--- config.mk ---
export PLATFORM = sky130hd
export DESIGN_NAME = registro_sesgo_nc_flat
export DESIGN_NICKNAME = d
export VERILOG_FILES = /design/src/rtl/registro_sesgo_nc_pkg.sv /design/src/rtl/registro_sesgo_nc_if.sv /design/src/rtl/registro_nb.sv /design/src/rtl/registro_sesgo_nc.sv /design/src/flat_wrapper.sv
export SDC_FILE = /design/constraint.sdc
export NUM_CORES = 1
export LEC_CHECK = 0
export ABC_CLOCK_PERIOD_IN_PS = 1000
export BUFFER_PORTS_ARGS = -buffer_cell sky130_fd_sc_hd__buf_2
export CAP_MARGIN = 20
export CORE_MARGIN = 2
export CORE_UTILIZATION = 54
export DETAILED_ROUTE_END_ITERATION = 16
export PLACE_DENSITY = 0.79
export RECOVER_POWER = 50
export SLEW_MARGIN = 20
export SYNTH_ARGS = -nofsm -noshare
export SYNTH_HDL_FRONTEND = slang
export SYNTH_SLANG_ARGS = --single-unit
export TNS_END_PERCENT = 100
--- constraint.sdc ---
create_clock -name clk_i -period 1 [get_ports clk_i]
set_input_delay 0.15 -clock clk_i [delete_from_list [all_inputs] [get_ports clk_i]]
set_output_delay 0.15 -clock clk_i [all_outputs]
set_load 0.02 [all_outputs]
--- src/rtl/registro_sesgo_nc_pkg.sv ---
// Shared defaults and helpers for the mesh-edge skew register.
// lane_stages() is the single place that defines how deep each lane is.
package registro_sesgo_nc_pkg;

    localparam int DEF_WIDTH      = 4;
    localparam int DEF_CHANNELS   = 4;
    localparam int DEF_BASE_DELAY = 1;

    function automatic int lane_stages(input int base_delay, input int lane);
        return base_delay + lane;
    endfunction

endpackage

--- src/rtl/registro_sesgo_nc_if.sv ---
// Lane bundle between the operand memories (master) and the skew register (slave).
// Lanes are packed so that lane i occupies bits [i*WIDTH +: WIDTH].
interface registro_sesgo_nc_if #(
    parameter int WIDTH    = 4,
    parameter int CHANNELS = 4
);
    logic                               en;
    logic                               clr;
    logic [CHANNELS-1:0]                valid_in;
    logic [CHANNELS-1:0][WIDTH-1:0]     d;
    logic [CHANNELS-1:0][WIDTH-1:0]     q;
    logic [CHANNELS-1:0]                valid_out;
    logic                               busy;

    modport master (output en, clr, valid_in, d, input q, valid_out, busy);
    modport slave  (input en, clr, valid_in, d, output q, valid_out, busy);
endinterface

--- src/rtl/registro_nb.sv ---
// One pipeline stage: async active-low reset, synchronous clear, hold when not enabled.
module registro_nb #(
    parameter int WIDTH = 4
) (
    input  logic             clk_i,
    input  logic             rst_ni,
    input  logic             en_i,
    input  logic             clr_i,
    input  logic [WIDTH-1:0] d_i,
    output logic [WIDTH-1:0] q_o
);
    logic [WIDTH-1:0] q_d, q_q;

    // Clear wins over enable so a flush never lets a stalled word survive.
    always_comb begin
        q_d = q_q;
        if (clr_i)     q_d = '0;
        else if (en_i) q_d = d_i;
    end

    always_ff @(posedge clk_i or negedge rst_ni) begin
        if (!rst_ni) q_q <= '0;
        else         q_q <= q_d;
    end

    assign q_o = q_q;
endmodule

--- src/rtl/registro_sesgo_nc.sv ---
// N-lane skew register: lane i delays its word by BASE_DELAY+i enabled cycles,
// forming the diagonal wavefront fed into the systolic mesh edge.
module registro_sesgo_nc
    import registro_sesgo_nc_pkg::*;
#(
    parameter int WIDTH      = DEF_WIDTH,
    parameter int CHANNELS   = DEF_CHANNELS,
    parameter int BASE_DELAY = DEF_BASE_DELAY
) (
    input  logic                 clk_i,
    input  logic                 rst_ni,
    registro_sesgo_nc_if.slave   bus
);
    logic [CHANNELS-1:0][WIDTH-1:0] q_lane;
    logic [CHANNELS-1:0]            vout_lane;
    logic [CHANNELS-1:0]            busy_lane;

    for (genvar i = 0; i < CHANNELS; i++) begin : g_lane
        localparam int NS = lane_stages(BASE_DELAY, i);

        logic             cap_v;
        logic [WIDTH-1:0] cap;

        // Invalid words enter as zero padding so the mesh sees clean bubbles.
        assign cap_v = bus.valid_in[i];
        assign cap   = cap_v ? bus.d[i] : '0;

        if (NS == 0) begin : g_comb
            assign q_lane[i]    = cap;
            assign vout_lane[i] = cap_v;
            assign busy_lane[i] = 1'b0;
        end else begin : g_pipe
            logic [NS:0][WIDTH-1:0] dat;
            logic [NS:0]            vld_pipe;

            assign dat[0]      = cap;
            assign vld_pipe[0] = cap_v;

            for (genvar k = 1; k <= NS; k++) begin : g_stg
                registro_nb #(.WIDTH(WIDTH)) u_dat (
                    .clk_i (clk_i),
                    .rst_ni(rst_ni),
                    .en_i  (bus.en),
                    .clr_i (bus.clr),
                    .d_i   (dat[k-1]),
                    .q_o   (dat[k])
                );
                registro_nb #(.WIDTH(1)) u_vld (
                    .clk_i (clk_i),
                    .rst_ni(rst_ni),
                    .en_i  (bus.en),
                    .clr_i (bus.clr),
                    .d_i   (vld_pipe[k-1]),
                    .q_o   (vld_pipe[k])
                );
            end

            assign q_lane[i]    = dat[NS];
            assign vout_lane[i] = vld_pipe[NS];
            assign busy_lane[i] = |vld_pipe[NS:1];
        end
    end

    assign bus.q         = q_lane;
    assign bus.valid_out = vout_lane;
    assign bus.busy      = |busy_lane;
endmodule

--- src/flat_wrapper.sv ---
// flat-port wrapper written by rule: the top's interface ports become plain ports
module registro_sesgo_nc_flat import registro_sesgo_nc_pkg::*;
#(
    parameter int WIDTH      = DEF_WIDTH,
    parameter int CHANNELS   = DEF_CHANNELS,
    parameter int BASE_DELAY = DEF_BASE_DELAY
)
  (clk_i, rst_ni, bus_en, bus_clr, bus_valid_in, bus_d, bus_q, bus_valid_out, bus_busy);
  registro_sesgo_nc_if #(.WIDTH(WIDTH), .CHANNELS(CHANNELS)) bus_i ();
  input  logic clk_i;
  input  logic rst_ni;
  input wire logic [$bits(bus_i.en)-1:0] bus_en;
  input wire logic [$bits(bus_i.clr)-1:0] bus_clr;
  input wire logic [$bits(bus_i.valid_in)-1:0] bus_valid_in;
  input wire logic [$bits(bus_i.d)-1:0] bus_d;
  output wire logic [$bits(bus_i.q)-1:0] bus_q;
  output wire logic [$bits(bus_i.valid_out)-1:0] bus_valid_out;
  output wire logic [$bits(bus_i.busy)-1:0] bus_busy;
  assign bus_i.en = bus_en;
  assign bus_i.clr = bus_clr;
  assign bus_i.valid_in = bus_valid_in;
  assign bus_i.d = bus_d;
  assign bus_q = bus_i.q;
  assign bus_valid_out = bus_i.valid_out;
  assign bus_busy = bus_i.busy;
  registro_sesgo_nc #(.WIDTH(WIDTH), .CHANNELS(CHANNELS), .BASE_DELAY(BASE_DELAY)) u_core (.clk_i(clk_i), .rst_ni(rst_ni), .bus(bus_i));
endmodule
Word-level counts from Yosys, hierarchy flattened

Cells that the tools add are included.

Output and inout port bits: 21
Bits in registers: 50
Word-level logic and storage cells: 66

Reductions and logical operators: 2
Muxes and demuxes: 44

Operator list:

| kind                | number |
|---|---|
| 4-bit 2-to-1 mux    | 24 |
| 1-bit 2-to-1 mux    | 20 |
| 10-bit OR reduction | 1 |
| 2-bit nonzero test  | 1 |

Longest topological paths before layout

Word-level depth: 3
Gate-level depth with buffers: 4
Mapped depth without buffers: 2

By module

Synthesis repeated with hierarchy kept, for this count alone.

Cells, all modules: 183
Area, all modules: 2133.3 um2

By module, submodules not included:

| module                                                   | area an instance (um2) | cells each | seq. area each (um2) | times used |
|---|---|---|---|---|
| registro_nb (u_core.g_lane[0].g_pipe.g_stg[1].u_dat ...) | 160.2                  | 13         | 100.1                | 10 |
| registro_nb (u_core.g_lane[0].g_pipe.g_stg[1].u_vld ...) | 38.8                   | 3          | 25.0                 | 10 |
| registro_sesgo_nc                                        | 143.9                  | 23         | 0.0                  | 1 |

Least setup slack after synthesis

Ideal clock, no wire load.

Kind: flip-flop to output port
From: reg u_core.g_lane[2].g_pipe.g_stg[2].u_vld.q_q
To: out bus_busy
Data required time: 0.850 ns
Stages on the path, launching flop included: 3
Buffers on the path: 0
Arrival time: 0.850 ns
Setup slack: 0.000 ns
Path through: dfrtp_1 > nor4_1 > nand3_1

Word-level cells in the longest chain between the ends: 1

Ends and longest elaborated chain:

| what                     | line                    | text |
|---|---|---|
| start: declaration       | registro_nb.sv:12       | `logic [WIDTH-1:0] q_d, q_q;` |
| start signal: assignment | registro_nb.sv:23       | `else q_q <= q_d;` |
| 10-bit OR reduction      | registro_sesgo_nc.sv:66 | `assign bus.busy = \|busy_lane;` |
| end: declaration         | flat_wrapper.sv:18      | `output wire logic [$bits(bus_i.busy)-1:0] bus_busy;` |

Every way passes these cells.

Final worst setup path

From: reg u_core.g_lane[3].g_pipe.g_stg[2].u_vld.q_q
To: out bus_busy

Word-level cells in the longest chain between the ends: 1

Ends and longest elaborated chain:

| what                     | line |
|---|---|
| start: declaration       | registro_nb.sv:12 |
| start signal: assignment | registro_nb.sv:23 |
| 10-bit OR reduction      | registro_sesgo_nc.sv:66 |

Every way passes these cells.

==> flow_metrics.tcl <==
set metrics [dict create \
    p_leak_nw 1.44 \
    crit_required_ns 0.85 \
    fin_cells 297 \
    root_buffer "clkbuf_8" \
    gp_congestion 0.775 \
    fin_skew_ns 0.00281 \
    syn_inst 199 \
    gr-total-overflow 0 \
    async_reset_ff_frac 1.00 \
    synth_nets 223 \
    fin_hold_ws_ns 0.106 \
    initial_core_util 0.559 \
    ys.flop_type "dfrtp_1" \
    syn_to_final_growth_pct 25.0 \
    setup_slack_ns -0.385 \
    hp-class "in2reg" \
    groute.layer.met2.usage 0.305 \
    ff2ff_path_depth 4 \
    grt_max_degree 51 \
    slew_headroom 0.703 \
    drc 0 \
    die_w_um 68.3 \
    start_kind "flip-flop" \
    synth_cell_types 12 \
    io_pins 45 \
    period_needed_ns 1.39 \
    vias 1499 \
    tightest_slew_ns 0.446 \
    violations "negative setup slack" \
    min_path_cells 3 \
    avgSynthCellArea_um2 11.2 \
    yosysWarnings 0 \
    insertion_delay_ns 0.30 \
    insertedDiodeCount 0 \
    via_per_inst 5.05 \
    placed_cells 278 \
    rr_endpoint "u_core.g_lane[2].g_pipe.g_stg[3].u_dat.q_o[1]$_DFFE_PN0P_" \
    ys_seq_area_frac 0.560 \
    synth_edf_count 0 \
    min_from "bus_d[1]" \
    first_global_vias 1393 \
    report.final.setup_viol 5 \
    cts_buffer_depth 2 \
    core-area_mm2 0.00400 \
    max_clock_freq_mhz 722 \
    synth_top_cell_by_area "dfrtp_1" \
    synth.most_common_cell "dfrtp_1" \
    crit_fanout 2 \
    synthesis.area_mm2 0.00224 \
    slew_violations 0 \
    path_clk_slew_ns 0.09 \
    drive_gt1_frac 0.312 \
    nets 270 \
    detail_route.wl_per_cell_um 14.0 \
    drv_cap 0 \
    clkSinkCount 50 \
    outcome "finished with violations" \
    antenna_found_initial 0 \
    wl_um 4150 \
    rsz0062_at_grt "yes" \
    ys_seq_elements 50 \
    vdd_drop_max_mv 0.885 \
    grt_pass1_wl_um 6510 \
    track_usage 0.194 \
    h-tree-depth 2 \
    numPortBuffers 44 \
    die_h_um 68.3 \
    grt_use_met3 0.0609 \
    place_hpwl_um 2660 \
    synthTopCellsByCount "50 x dfrtp_1, 35 x nor2_1, 34 x mux2i_1" \
    busiest_layer "met2" \
    synth_top_area_share 0.560 \
    die_area_mm2 0.00467 \
    worstSetupPathType "reg2out" \
    timing.rr.start "u_core.g_lane[2].g_pipe.g_stg[3].u_dat.q_o[1]$_DFFE_PN0P_" \
    initialDrtViolationCount 89 \
    use_met1 0.259 \
    ys_top_cells_by_area "dfrtp_1 56%, mux2i_1 15%, nor2_1 5.9%" \
    cts_buffers 5 \
    reg2reg_slack_ns 0.05 \
    min_to "u_core.g_lane[0].g_pipe.g_stg[1].u_dat.q_o[1]$_DFFE_PN0P_" \
    p_per_area_mw_per_mm2 1410 \
    num_rows 23 \
    hold_violations 0 \
    cp.arrival_ns 1.24 \
    ant_nets 0 \
    drt-pass1-iter-count 4 \
    finalCritPeriodShare 1.39 \
    cts_tree "yes" \
    cp-end-kind "primary output" \
]
-- cells by family after synthesis --
family,share of synthesized area
compound gates,0.0358
buf+inv,0.105
flops,0.560
mux,0.152
simple gates,0.147
-- cell usage in the layout, fill, tap and decap left out, types with 2 or more instances in the layout --
master and count:
dfrtp_1 50, clkinv_2 2, mux2i_1 34, nand3_1 17
clkbuf_8 5, a21oi_1 16, nor2_1 35, buf_2 24
buf_4 14, buf_6 25, nand2b_1 16, buf_12 5
-- power by group --
group	switching (W)	internal, W	total [W]
Combinational	0.000234	0.000215	0.000449
Clock	0.000645	0.000736	0.00138
Sequential	0.0000319	0.00207	0.00210
Total	0.000911	0.00302	0.00393
-- stage by stage --
step	area (um^2)	worst slack (ns)	TNS [ns]	utilization	total power [W]
4_1_cts	2710	-0.409	-0.814	0.677	0.00397
3_5_place_dp	2460	-0.0904	-0.0904	0.616	0.00256
6_report	2800	-0.385	-0.751	0.699	0.00393
5_1_grt	2800	-0.464	-1.24	0.699	0.00411
3_3_place_gp	2460	-0.108	-0.108	0.616	0.00255
2_1_floorplan	2240	0.00439	0	-	0.00239
-- layer usage --
layer	routed length [um]	vias to the layer above
met5	0	-
met4	51	0
met3	184	6
met2	2060	35
met1	1850	714
li1	-	744
-- state kept, by name, indices dropped and copies added, names as in the netlist --
| register | count |
|---|---|
| u_core.g_lane.g_pipe.g_stg.u_dat.q_o | 40 |
| u_core.g_lane.g_pipe.g_stg.u_vld.q_o | 10 |
-- how the worst max path moves through the flow --
stage	slack [ns]	endpoint	depth (start not counted)	startpoint
global route	-0.46	bus_busy	3	u_core.g_lane[2].g_pipe.g_stg[3].u_vld.q_o$_DFFE_PN0P_
finish	-0.39	bus_busy	3	u_core.g_lane[3].g_pipe.g_stg[2].u_vld.q_o$_DFFE_PN0P_
global placement	-0.11	bus_busy	3	u_core.g_lane[3].g_pipe.g_stg[3].u_vld.q_o$_DFFE_PN0P_
detailed placement	-0.09	bus_busy	3	u_core.g_lane[3].g_pipe.g_stg[3].u_vld.q_o$_DFFE_PN0P_
CTS	-0.41	bus_busy	3	u_core.g_lane[3].g_pipe.g_stg[2].u_vld.q_o$_DFFE_PN0P_
floorplan	0.004	bus_busy	2	u_core.g_lane[3].g_pipe.g_stg[3].u_vld.q_o$_DFFE_PN0P_
-- worst max-delay path, stage by stage, from the launching register on --
cell and delay, ns:
dfrtp_1 0.39, nor4_2 0.27, nand3_1 0.10, buf_2 0.17
-- what timing repair did --
action	CTS	global route
endpoints found under the setup margin	13	21
hold buffers	1	0
pin swaps	1	1
gates cloned	0	0
hold endpoints to repair	50	0
gates resized for setup	24	22
setup buffers	6	5
-- cell type report --
class                           instances  area, um^2
Clock inverter                          3        40.0
Sequential cell                        50        1250
Multi-Input combinational cell        120         756
Tap cell                               50        62.6
Clock buffer                            5        68.8
Timing Repair Buffer                   69         617
Fill cell                             309        1200
No activity file was read; power rests on OpenSTA's default activity.
